===== src/rtl/byte_striping_n_if.sv =====
// Bus bundle for byte_striping_n: word stream in, striped lane groups out.
// master = upstream framing/mux side (drives the word stream),
// slave  = the striper itself.
interface byte_striping_n_if #(
  parameter int DATA_W = 8,
  parameter int LANES  = 4,
  parameter int CNT_W  = 16
);
  localparam int AW = $clog2(LANES) + 1;

  logic                      valid_in;
  logic [DATA_W-1:0]         data_in;
  logic [AW-1:0]             active_lanes;
  logic [LANES*DATA_W-1:0]   lane_data;
  logic [LANES-1:0]          lane_valid;
  logic                      group_valid;
  logic                      partial;
  logic [CNT_W-1:0]          group_count;

  modport master (
    output valid_in, data_in, active_lanes,
    input  lane_data, lane_valid, group_valid, partial, group_count
  );

  modport slave (
    input  valid_in, data_in, active_lanes,
    output lane_data, lane_valid, group_valid, partial, group_count
  );
endinterface


===== src/rtl/byte_striping_n.sv =====
// byte_striping_n: round-robin striper of an input word stream across up to
// LANES output lanes. The lane count is latched at the first word of each
// group; a group cut short by valid_in dropping is flushed with per-lane
// valid flags. All outputs are registered; one cycle from last word to
// group_valid.
//
// Optional build macro STRIPE_IDLE_FILL_EN: adds parameter IDLE_WORD, which
// is placed on every lane whose lane_valid is 0 in an emitted group (instead
// of 0). The reset value of lane_data stays 0 in either build.
module byte_striping_n #(
  parameter int DATA_W = 8,
  parameter int LANES  = 4,
  parameter int CNT_W  = 16
`ifdef STRIPE_IDLE_FILL_EN
  ,
  parameter logic [DATA_W-1:0] IDLE_WORD = DATA_W'(8'hBC)
`endif
) (
  input logic              clk_f,
  input logic              reset,
  byte_striping_n_if.slave bus
);

  localparam int PW = $clog2(LANES);
  localparam int AW = PW + 1;
  localparam logic [AW-1:0] LANES_W = AW'(LANES);

`ifdef STRIPE_IDLE_FILL_EN
  localparam logic [DATA_W-1:0] FILL = IDLE_WORD;
`else
  localparam logic [DATA_W-1:0] FILL = '0;
`endif

  logic [PW-1:0]             ptr_q, ptr_d;
  logic [AW-1:0]             n_eff_q, n_eff_d;
  logic [DATA_W-1:0]         stage_q [LANES];
  logic [DATA_W-1:0]         stage_d [LANES];
  logic [LANES*DATA_W-1:0]   lane_data_q, lane_data_d;
  logic [LANES-1:0]          lane_valid_q, lane_valid_d;
  logic                      group_valid_q, group_valid_d;
  logic                      partial_q, partial_d;
  logic [CNT_W-1:0]          group_count_q, group_count_d;

  logic [AW-1:0]             n_req;
  logic [AW-1:0]             n_cur;
  logic                      last_word;
  logic                      flush;

  // Sanitise the requested lane count: 0 or anything above LANES means all lanes.
  always_comb begin
    n_req = bus.active_lanes;
    if (bus.active_lanes == '0 || bus.active_lanes > LANES_W) begin
      n_req = LANES_W;
    end
  end

  // Lane count in force this cycle (a new group picks up the fresh request) and
  // the group-ending conditions.
  always_comb begin
    n_cur     = (ptr_q == '0 && bus.valid_in) ? n_req : n_eff_q;
    last_word = bus.valid_in && ({1'b0, ptr_q} == (n_cur - AW'(1)));
    flush     = !bus.valid_in && (ptr_q != '0);
  end

  // Next-state: stage the incoming word, advance the pointer, and build the
  // output group on completion or flush.
  always_comb begin
    ptr_d         = ptr_q;
    n_eff_d       = n_eff_q;
    stage_d       = stage_q;
    lane_data_d   = lane_data_q;
    lane_valid_d  = lane_valid_q;
    group_valid_d = 1'b0;
    partial_d     = 1'b0;
    group_count_d = group_count_q;

    if (bus.valid_in) begin
      stage_d[ptr_q] = bus.data_in;
      n_eff_d        = n_cur;
      ptr_d          = last_word ? '0 : ptr_q + PW'(1);
    end

    if (last_word) begin
      // stage_d already holds this cycle's word at ptr_q.
      for (int i = 0; i < LANES; i++) begin
        if (AW'(i) < n_cur) begin
          lane_data_d[i*DATA_W +: DATA_W] = stage_d[i];
          lane_valid_d[i]                 = 1'b1;
        end else begin
          lane_data_d[i*DATA_W +: DATA_W] = FILL;
          lane_valid_d[i]                 = 1'b0;
        end
      end
      group_valid_d = 1'b1;
      group_count_d = group_count_q + CNT_W'(1);
    end else if (flush) begin
      for (int i = 0; i < LANES; i++) begin
        if (AW'(i) < {1'b0, ptr_q}) begin
          lane_data_d[i*DATA_W +: DATA_W] = stage_q[i];
          lane_valid_d[i]                 = 1'b1;
        end else begin
          lane_data_d[i*DATA_W +: DATA_W] = FILL;
          lane_valid_d[i]                 = 1'b0;
        end
      end
      ptr_d         = '0;
      group_valid_d = 1'b1;
      partial_d     = 1'b1;
      group_count_d = group_count_q + CNT_W'(1);
    end
  end

  // State and output registers; reset discards any partly staged group.
  always_ff @(posedge clk_f) begin
    if (!reset) begin
      ptr_q         <= '0;
      n_eff_q       <= LANES_W;
      for (int i = 0; i < LANES; i++) begin
        stage_q[i] <= '0;
      end
      lane_data_q   <= '0;
      lane_valid_q  <= '0;
      group_valid_q <= 1'b0;
      partial_q     <= 1'b0;
      group_count_q <= '0;
    end else begin
      ptr_q         <= ptr_d;
      n_eff_q       <= n_eff_d;
      stage_q       <= stage_d;
      lane_data_q   <= lane_data_d;
      lane_valid_q  <= lane_valid_d;
      group_valid_q <= group_valid_d;
      partial_q     <= partial_d;
      group_count_q <= group_count_d;
    end
  end

  assign bus.lane_data   = lane_data_q;
  assign bus.lane_valid  = lane_valid_q;
  assign bus.group_valid = group_valid_q;
  assign bus.partial     = partial_q;
  assign bus.group_count = group_count_q;

endmodule


===== src/flat_wrapper.sv =====
// flat-port wrapper written by rule: the top's interface ports become plain ports
module byte_striping_n_flat 
#(
  parameter int DATA_W = 8,
  parameter int LANES  = 4,
  parameter int CNT_W  = 16

)
  (clk_f, reset, bus_valid_in, bus_data_in, bus_active_lanes, bus_lane_data, bus_lane_valid, bus_group_valid, bus_partial, bus_group_count);
  byte_striping_n_if #(.DATA_W(DATA_W), .LANES(LANES), .CNT_W(CNT_W)) bus_i ();
  input logic clk_f;
  input logic reset;
  input wire logic [$bits(bus_i.valid_in)-1:0] bus_valid_in;
  input wire logic [$bits(bus_i.data_in)-1:0] bus_data_in;
  input wire logic [$bits(bus_i.active_lanes)-1:0] bus_active_lanes;
  output wire logic [$bits(bus_i.lane_data)-1:0] bus_lane_data;
  output wire logic [$bits(bus_i.lane_valid)-1:0] bus_lane_valid;
  output wire logic [$bits(bus_i.group_valid)-1:0] bus_group_valid;
  output wire logic [$bits(bus_i.partial)-1:0] bus_partial;
  output wire logic [$bits(bus_i.group_count)-1:0] bus_group_count;
  assign bus_i.valid_in = bus_valid_in;
  assign bus_i.data_in = bus_data_in;
  assign bus_i.active_lanes = bus_active_lanes;
  assign bus_lane_data = bus_i.lane_data;
  assign bus_lane_valid = bus_i.lane_valid;
  assign bus_group_valid = bus_i.group_valid;
  assign bus_partial = bus_i.partial;
  assign bus_group_count = bus_i.group_count;
  byte_striping_n #(.DATA_W(DATA_W), .LANES(LANES), .CNT_W(CNT_W)) u_core (.clk_f(clk_f), .reset(reset), .bus(bus_i));
endmodule

===== config.mk =====
export PLATFORM = sky130hd
export DESIGN_NAME = byte_striping_n_flat
export DESIGN_NICKNAME = d
export VERILOG_FILES = /design/src/rtl/byte_striping_n_if.sv /design/src/rtl/byte_striping_n.sv /design/src/flat_wrapper.sv
export SDC_FILE = /design/constraint.sdc
export NUM_CORES = 1
export LEC_CHECK = 0
export ABC_AREA = 1
export ABC_CLOCK_PERIOD_IN_PS = 4000
export CAP_MARGIN = 20
export CORE_ASPECT_RATIO = 1.5
export CORE_MARGIN = 10
export CORE_UTILIZATION = 51
export CTS_BUF_LIST = sky130_fd_sc_hd__clkbuf_16
export DETAILED_ROUTE_END_ITERATION = 16
export HOLD_SLACK_MARGIN = 0.08
export PLACE_DENSITY = 0.84
export SLEW_MARGIN = 30
export SYNTH_ARGS = -nofsm -noshare
export SYNTH_HDL_FRONTEND = slang
export SYNTH_SLANG_ARGS = --single-unit

===== constraint.sdc =====
create_clock -name clk_f -period 4 [get_ports clk_f]
set_input_delay 0.4 -clock clk_f [delete_from_list [all_inputs] [get_ports clk_f]]
set_output_delay 0.4 -clock clk_f [all_outputs]
set_load 0.1 [all_outputs]

# --- Yosys cells after proc, flatten, opt, wreduce, memory -nomap -nowiden ---
# Index checks and enable logic that the tools add are counted.
totals:
  register_bits: 91
  latchBits: 0
  ram_bits: 0
  romBits: 0
  output_inout_bits: 54
  wordCells: 70
  n_memories: 0
op_classes:
  addsub: 3
  multipliers: 0
  n_div: 0
  n_lt_le_gt_ge: 10
  n_eq_ne: 1
  shift: 0
  muxes: 32
  bitwise_logic: 2
  n_reduce_logical: 11
op_table:
  columns: ["op", "count"]
  rows:
  - ["32-bit two-way mux", 3]
  - ["8-bit two-way mux", 8]
  - ["32-bit bitwise mux", 1]
  - ["16-bit two-way mux", 2]
  - ["16-bit by 1-bit adder with 16-bit output, second input constant", 1]
  - ["8-bit demux with 2-bit select", 1]
  - ["1-bit two-way mux", 9]
  - ["2-bit two-way mux", 4]
  - ["4-bit two-way mux", 2]
  - ["1-bit by 3-bit < comparator with 1-bit output, first input constant", 2]
  - ["2-bit by 3-bit < comparator with 1-bit output, first input constant", 2]
  - ["3-bit two-way mux", 2]
  - ["1-bit logical AND", 4]
  - ["1-bit by 2-bit < comparator with 1-bit output, first input constant", 2]
  - ["2-bit nonzero test", 2]
  - ["2-bit by 3-bit equality test with 1-bit output", 1]
  - ["3-bit greater-or-equal comparator, second input constant", 1]
  - ["3-bit > comparator, second input constant", 1]
  - ["3-bit logical NOT", 1]
  - ["3-bit by 1-bit < comparator with 1-bit output, second input constant", 1]
  - ["2-bit inverter with 3-bit output", 1]
  - ["3-bit by 1-bit subtractor with 3-bit output, second input constant", 1]
  - ["2-bit by 1-bit adder with 2-bit output, second input constant", 1]
  - ["2-bit logical NOT", 1]
  - ["5 further kinds", 5]

# --- Logic depth before layout (Yosys ltp) ---
# Gate-level depths: netlist of the first run.
depth:
  ltp_word: 11
  ltp_mapped: 18
  mapped_depth_nobuf: 16

# --- Least setup slack after synthesis of the first run ---
# OpenSTA, ideal clock, no wires.
synth_timing:
  kind: "flip-flop to flip-flop"
  from: "register u_core.ptr_q[1]"
  to: "register u_core.lane_data_q[6], in the netlist u_core.bus.lane_data[6]"
  setup_ns: 0.061
  arrival_time_ns: 2.663
  t_required_ns: 3.939
  setup_slack_ns: 1.276
  path_stages_with_launch: 19
  n_path_buf: 3
  cell_sequence: "dfxtp_1 > clkbuf_1 > inv_1 > ha_1 > nand2_4 > buf_4 > nand2_1 > nand2_1 > ha_1 > nand2_1 > nand2_1 > nor2_1 > nand3_1 > nor2_4 > buf_4 > nand2_1 > nand2_1 > nand2_1 > nand2_1"
synth_between:
  elab_chain_cells: 9
  word_cells_on_any_way: 23
  cone_classes: "add/sub: 1; order compare: 4; eq/ne: 1; mux: 9; bitwise: 1; reduce/logical: 7"
synth_lines:
  columns: ["element", "line", "rtl"]
  rows:
  - ["start: declaration", "byte_striping_n.sv:34", "logic [PW-1:0] ptr_q, ptr_d;"]
  - ["start signal: assignment", "byte_striping_n.sv:127", "ptr_q <= ptr_d;"]
  - ["2-bit inverter with 3-bit output (not written as such)", "byte_striping_n.sv:78", "stage_d[ptr_q] = bus.data_in;"]
  - ["3-bit greater-or-equal comparator (not written as such) or 3-bit by 1-bit < comparator with 1-bit output (tied branches)", "byte_striping_n.sv:78", null]
  - ["1-bit logical AND (not written as such)", "byte_striping_n.sv:78", null]
  - ["8-bit two-way mux (not written as such)", "byte_striping_n.sv:78", null]
  - ["8-bit demux with 2-bit select", "byte_striping_n.sv:78", null]
  - ["32-bit bitwise mux", "byte_striping_n.sv:78", null]
  - ["32-bit two-way mux", "byte_striping_n.sv:77", "if (bus.valid_in) begin"]
  - ["8-bit two-way mux", "byte_striping_n.sv:86", "if (AW'(i) < n_cur) begin"]
  - ["32-bit two-way mux", "byte_striping_n.sv:83", "if (last_word) begin"]
  - ["end signal: assignment", "byte_striping_n.sv:130", "lane_data_q <= lane_data_d;"]
  - ["end: declaration", "byte_striping_n.sv:38", "logic [LANES*DATA_W-1:0] lane_data_q, lane_data_d;"]
# Several ways; a longest one is shown, not always the timed one. The select of a mux whose other input is x is not followed.
# A chain may end at the register's enable or synchronous reset.

# --- Worst setup path in the final report of the first run ---
layout_timing:
  from: "register u_core.ptr_q[0]"
  to: "register u_core.lane_data_q[2], in the netlist u_core.bus.lane_data[2]"
# The elaborated chain is that of the path after synthesis.

==> impl_metrics.env, run 1 <==
export IMPL_status="complete, no violations"
export IMPL_synth_area_leader_cell="dfxtp_1"
export IMPL_final_layout_size_suffix_gt1_share_pct=4.336
export IMPL_cts_buffer_depth=2
export IMPL_firstDrtPassIters=4
export IMPL_antenna_found_initial=0
export IMPL_dpl_cell_count=855
export IMPL_worst_path_max_fanout=26
export IMPL_crit_type="reg2reg"
export IMPL_synth_distinct_cells=30
export IMPL_place_congestion=0.8671
export IMPL_final_core_util_pct=63.15
export IMPL_synthFlopType="dfxtp_1"
export IMPL_core_um2=8776
export IMPL_drt_iter0_drc=314
export IMPL_synth_ff_latch_count=91
export IMPL_grt_start_max_net_pins=37
export IMPL_slew_viol_final=0
export IMPL_ir_worst_vdd_uv=263.5
export IMPL_layout_nets=778
export IMPL_cap_viol_max_count=0
export IMPL_syn_to_final_growth_pct=21.84
export IMPL_n_antenna_cell=0
export IMPL_rsz0062_at_grt="no"
export IMPL_avgSynthCellArea_um2=6.479
export IMPL_htree_levels=3
export IMPL_min_period_over_period_pct=87.55
export IMPL_cpMaxStageDelayCell="nor2_4"
export IMPL_rows=42
export IMPL_num_vias=4352
export IMPL_io_pins=68
export IMPL_top_layer_used="met4"
export IMPL_async_reset_ff_share_pct=0
export IMPL_max_slew_worst_pin_slew_ns=1.002
export IMPL_gr_total_overflow=0
export IMPL_startpoint_type="flop"
export IMPL_fin_crit_ns=3.502
export IMPL_cts_made_buffers=9
export IMPL_slowest_delay_ns=0.51
export IMPL_cts_tree="built"
export IMPL_power_density_nw_per_um2=425.6
export IMPL_post_synth_top_count_cell="nand2_1"
export IMPL_instances_no_fill=871
export IMPL_grt_pass1_wl_um=19720
export IMPL_met3_length_um=765
export IMPL_path_buf_inv=2
export IMPL_required_ns=4.29
export IMPL_cts_sink_count=91
export IMPL_fin_skew_ns=0.006327
export IMPL_crit_path_end_kind="flop"
export IMPL_finalSetupViolCount=0
export IMPL_yosysSeqAreaShare_pct=40.06
export IMPL_root_buffer="clkbuf_16"
export IMPL_insertion_delay_ns=0.34
export IMPL_cts_clk_slew_worst_paths_ns=0.06
export IMPL_die_height_um=135.7
export IMPL_routedWlPerCell_um=13.21
export IMPL_max_freq_ghz=0.2856
export IMPL_drc=0
export IMPL_crit_chain="inv_1, ha_1, nand2_4, inv_2, nand2_1, nand2_2, ha_1, nand2_1, nand2_1, nor2_1, nand3_1, nor2_4, nand2_1, nand2_1, nand2_1, nand2_1"
export IMPL_die_x_um=97.11
export IMPL_hold_path_class="reg2reg"
export IMPL_die_area_um2=13170
export IMPL_routed_wl_um=11510
export IMPL_routed_via_density=4.997
export IMPL_synth_warnings=0
export IMPL_hpwl_um=8234
export IMPL_wl_met1_um=4242
export IMPL_post_synth_top_area_fraction_pct=40.06
export IMPL_slew_headroom_pct=33.02
export IMPL_mappedNetlistNets=724
export IMPL_yosys_top_cells_area="dfxtp_1, nand2_1, inv_1, nor2_1, nand3_1"
export IMPL_start_util_pct=51.82
export IMPL_grt_util_all_layers_pct=17.60
export IMPL_synth_area_um2=4548
export IMPL_syn_inst=702
export IMPL_synth_common_cells="nand2_1, inv_1, dfxtp_1"
export IMPL_cp_top_family="simple AND/OR/NAND/NOR gates"
export IMPL_synth_edf_count=0
export IMPL_wl_met2_um=6035
export IMPL_grt_pass1_vias=4315
export IMPL_ctsHoldBuffers=0
export IMPL_post_cts_buffers=0
export IMPL_post_cts_resized=0
export IMPL_p_leak_nw=2.859
export IMPL_fin_setup_tns_ns=0
export IMPL_port_buffer_count=67
export IMPL_ant_nets=0
export IMPL_hold_viol_final=0
export IMPL_arrival_ns=3.79
export IMPL_crit_path_frequent_cell="nand2_1"
[cells in the final DEF (no fill, tap or decap), drive strengths merged]
cell type      Yosys  routed
a21oi             25      25
a22oi              1       1
buf               17       5
bufinv             0       2
clkbuf            12       9
clkdlybuf4s50      0      67
clkinv             1       4
clkinvlp           0       1
dfxtp             91      91
ha                 8       8
inv               95      96
mux2i              7       7
nand2            299     299
nand3             29      29
nand4              6       6
nor2              67      67
nor3               6       6
o21a               8       8
o21ai             16      16
o21bai             1       1
or2                2       2
xnor2              2       2
xor2               9       9
[cell families (layout without fill, tap and decap cells)]
| kind of cell | Yosys count | count (layout) | synth area share (%) |
|---|---|---|---|
| adder cells (fa/ha/maj) | 8 | 8 | 2.201 |
| multiplexers | 7 | 7 | 1.541 |
| AO/OA/AOI/OAI | 51 | 51 | 6.245 |
| AND/OR/NAND/NOR | 409 | 409 | 36.37 |
| buffers and inverters | 125 | 184 | 11.47 |
| XOR/XNOR | 11 | 11 | 2.118 |
| flip-flops | 91 | 91 | 40.06 |
[flip-flops by register name, indices dropped and copies added (netlist names)]
| name | count |
|---|---|
| u_core.bus.lane_data | 32 |
| u_core.bus.lane_valid | 4 |
| u_core.bus.group_valid | 1 |
| u_core.bus.partial | 1 |
| u_core.bus.group_count | 16 |
| u_core.n_eff_q | 3 |
| u_core.ptr_q | 2 |
| u_core.stage_q | 32 |
[layer usage]
metal  GRT usage (%)  vias up
met1           17.04     1985
met3           5.720       31
li1                -     2217
met5               0        -
met4           10.77        0
met2           31.78      119
[worst register-to-register path, cell delays in order, from the launching register on]
cell and delay, ns:
dfxtp_1 0.47, inv_1 0.16, ha_1 0.41, nand2_4 0.31, inv_2 0.08, nand2_1 0.12
nand2_2 0.10, ha_1 0.32, nand2_1 0.07, nand2_1 0.04, nor2_1 0.26, nand3_1 0.22
nor2_4 0.51, nand2_1 0.11, nand2_1 0.12, nand2_1 0.06, nand2_1 0.07
[worst paths after layout]
check	from	to	slack (ns)	depth (start not counted)
worst max-delay path	u_core.ptr_q[0]$_SDFF_PN0_	u_core.bus.lane_data[2]$_SDFFE_PN0P_	0.50	16
worst min-delay path	u_core.bus.lane_data[30]$_SDFFE_PN0P_	u_core.bus.lane_data[30]$_SDFFE_PN0P_	0.44	2
worst max register to register	u_core.ptr_q[0]$_SDFF_PN0_	u_core.bus.lane_data[2]$_SDFFE_PN0P_	0.50	16
worst min register to register	u_core.bus.lane_data[30]$_SDFFE_PN0P_	u_core.bus.lane_data[30]$_SDFFE_PN0P_	0.44	2
[power breakdown]
part | switching, mW | internal (mW) | total, mW
sequential | 0.0227 | 0.946 | 0.969
combinational | 0.367 | 0.135 | 0.502
clock | 0.348 | 0.540 | 0.888
[through the flow]
step	setup slack (ns)	power, mW	area (um2)	hold slack (ns)
after global routing	0.1467	2.463	5542	0.4670
after global placement	0.5487	1.469	5233	0.4305
after detailed placement	0.3991	1.488	5233	0.4345
after CTS	0.5218	2.365	5542	0.4482
after floorplan	1.276	1.384	4548	0.4694
final	0.4981	2.359	5542	0.4449
[layout make-up]
type,instances,area (um2)
repair buffers,72,708.2
multi-input cells,486,2205
inverters,96,360.3
fillers,768,3234
flip-flops and latches,91,1822
well taps,110,137.6
clock buffers,9,225.2
clock inverters,7,83.83
Note: power is estimated with default switching activity, not from simulation.
==> inputs of run 2 (changes only) <==
CAP_MARGIN = default   (was 20)
==> results of run 2 <==
No change in the layout: final DEF, timing and power equal those of run 1.
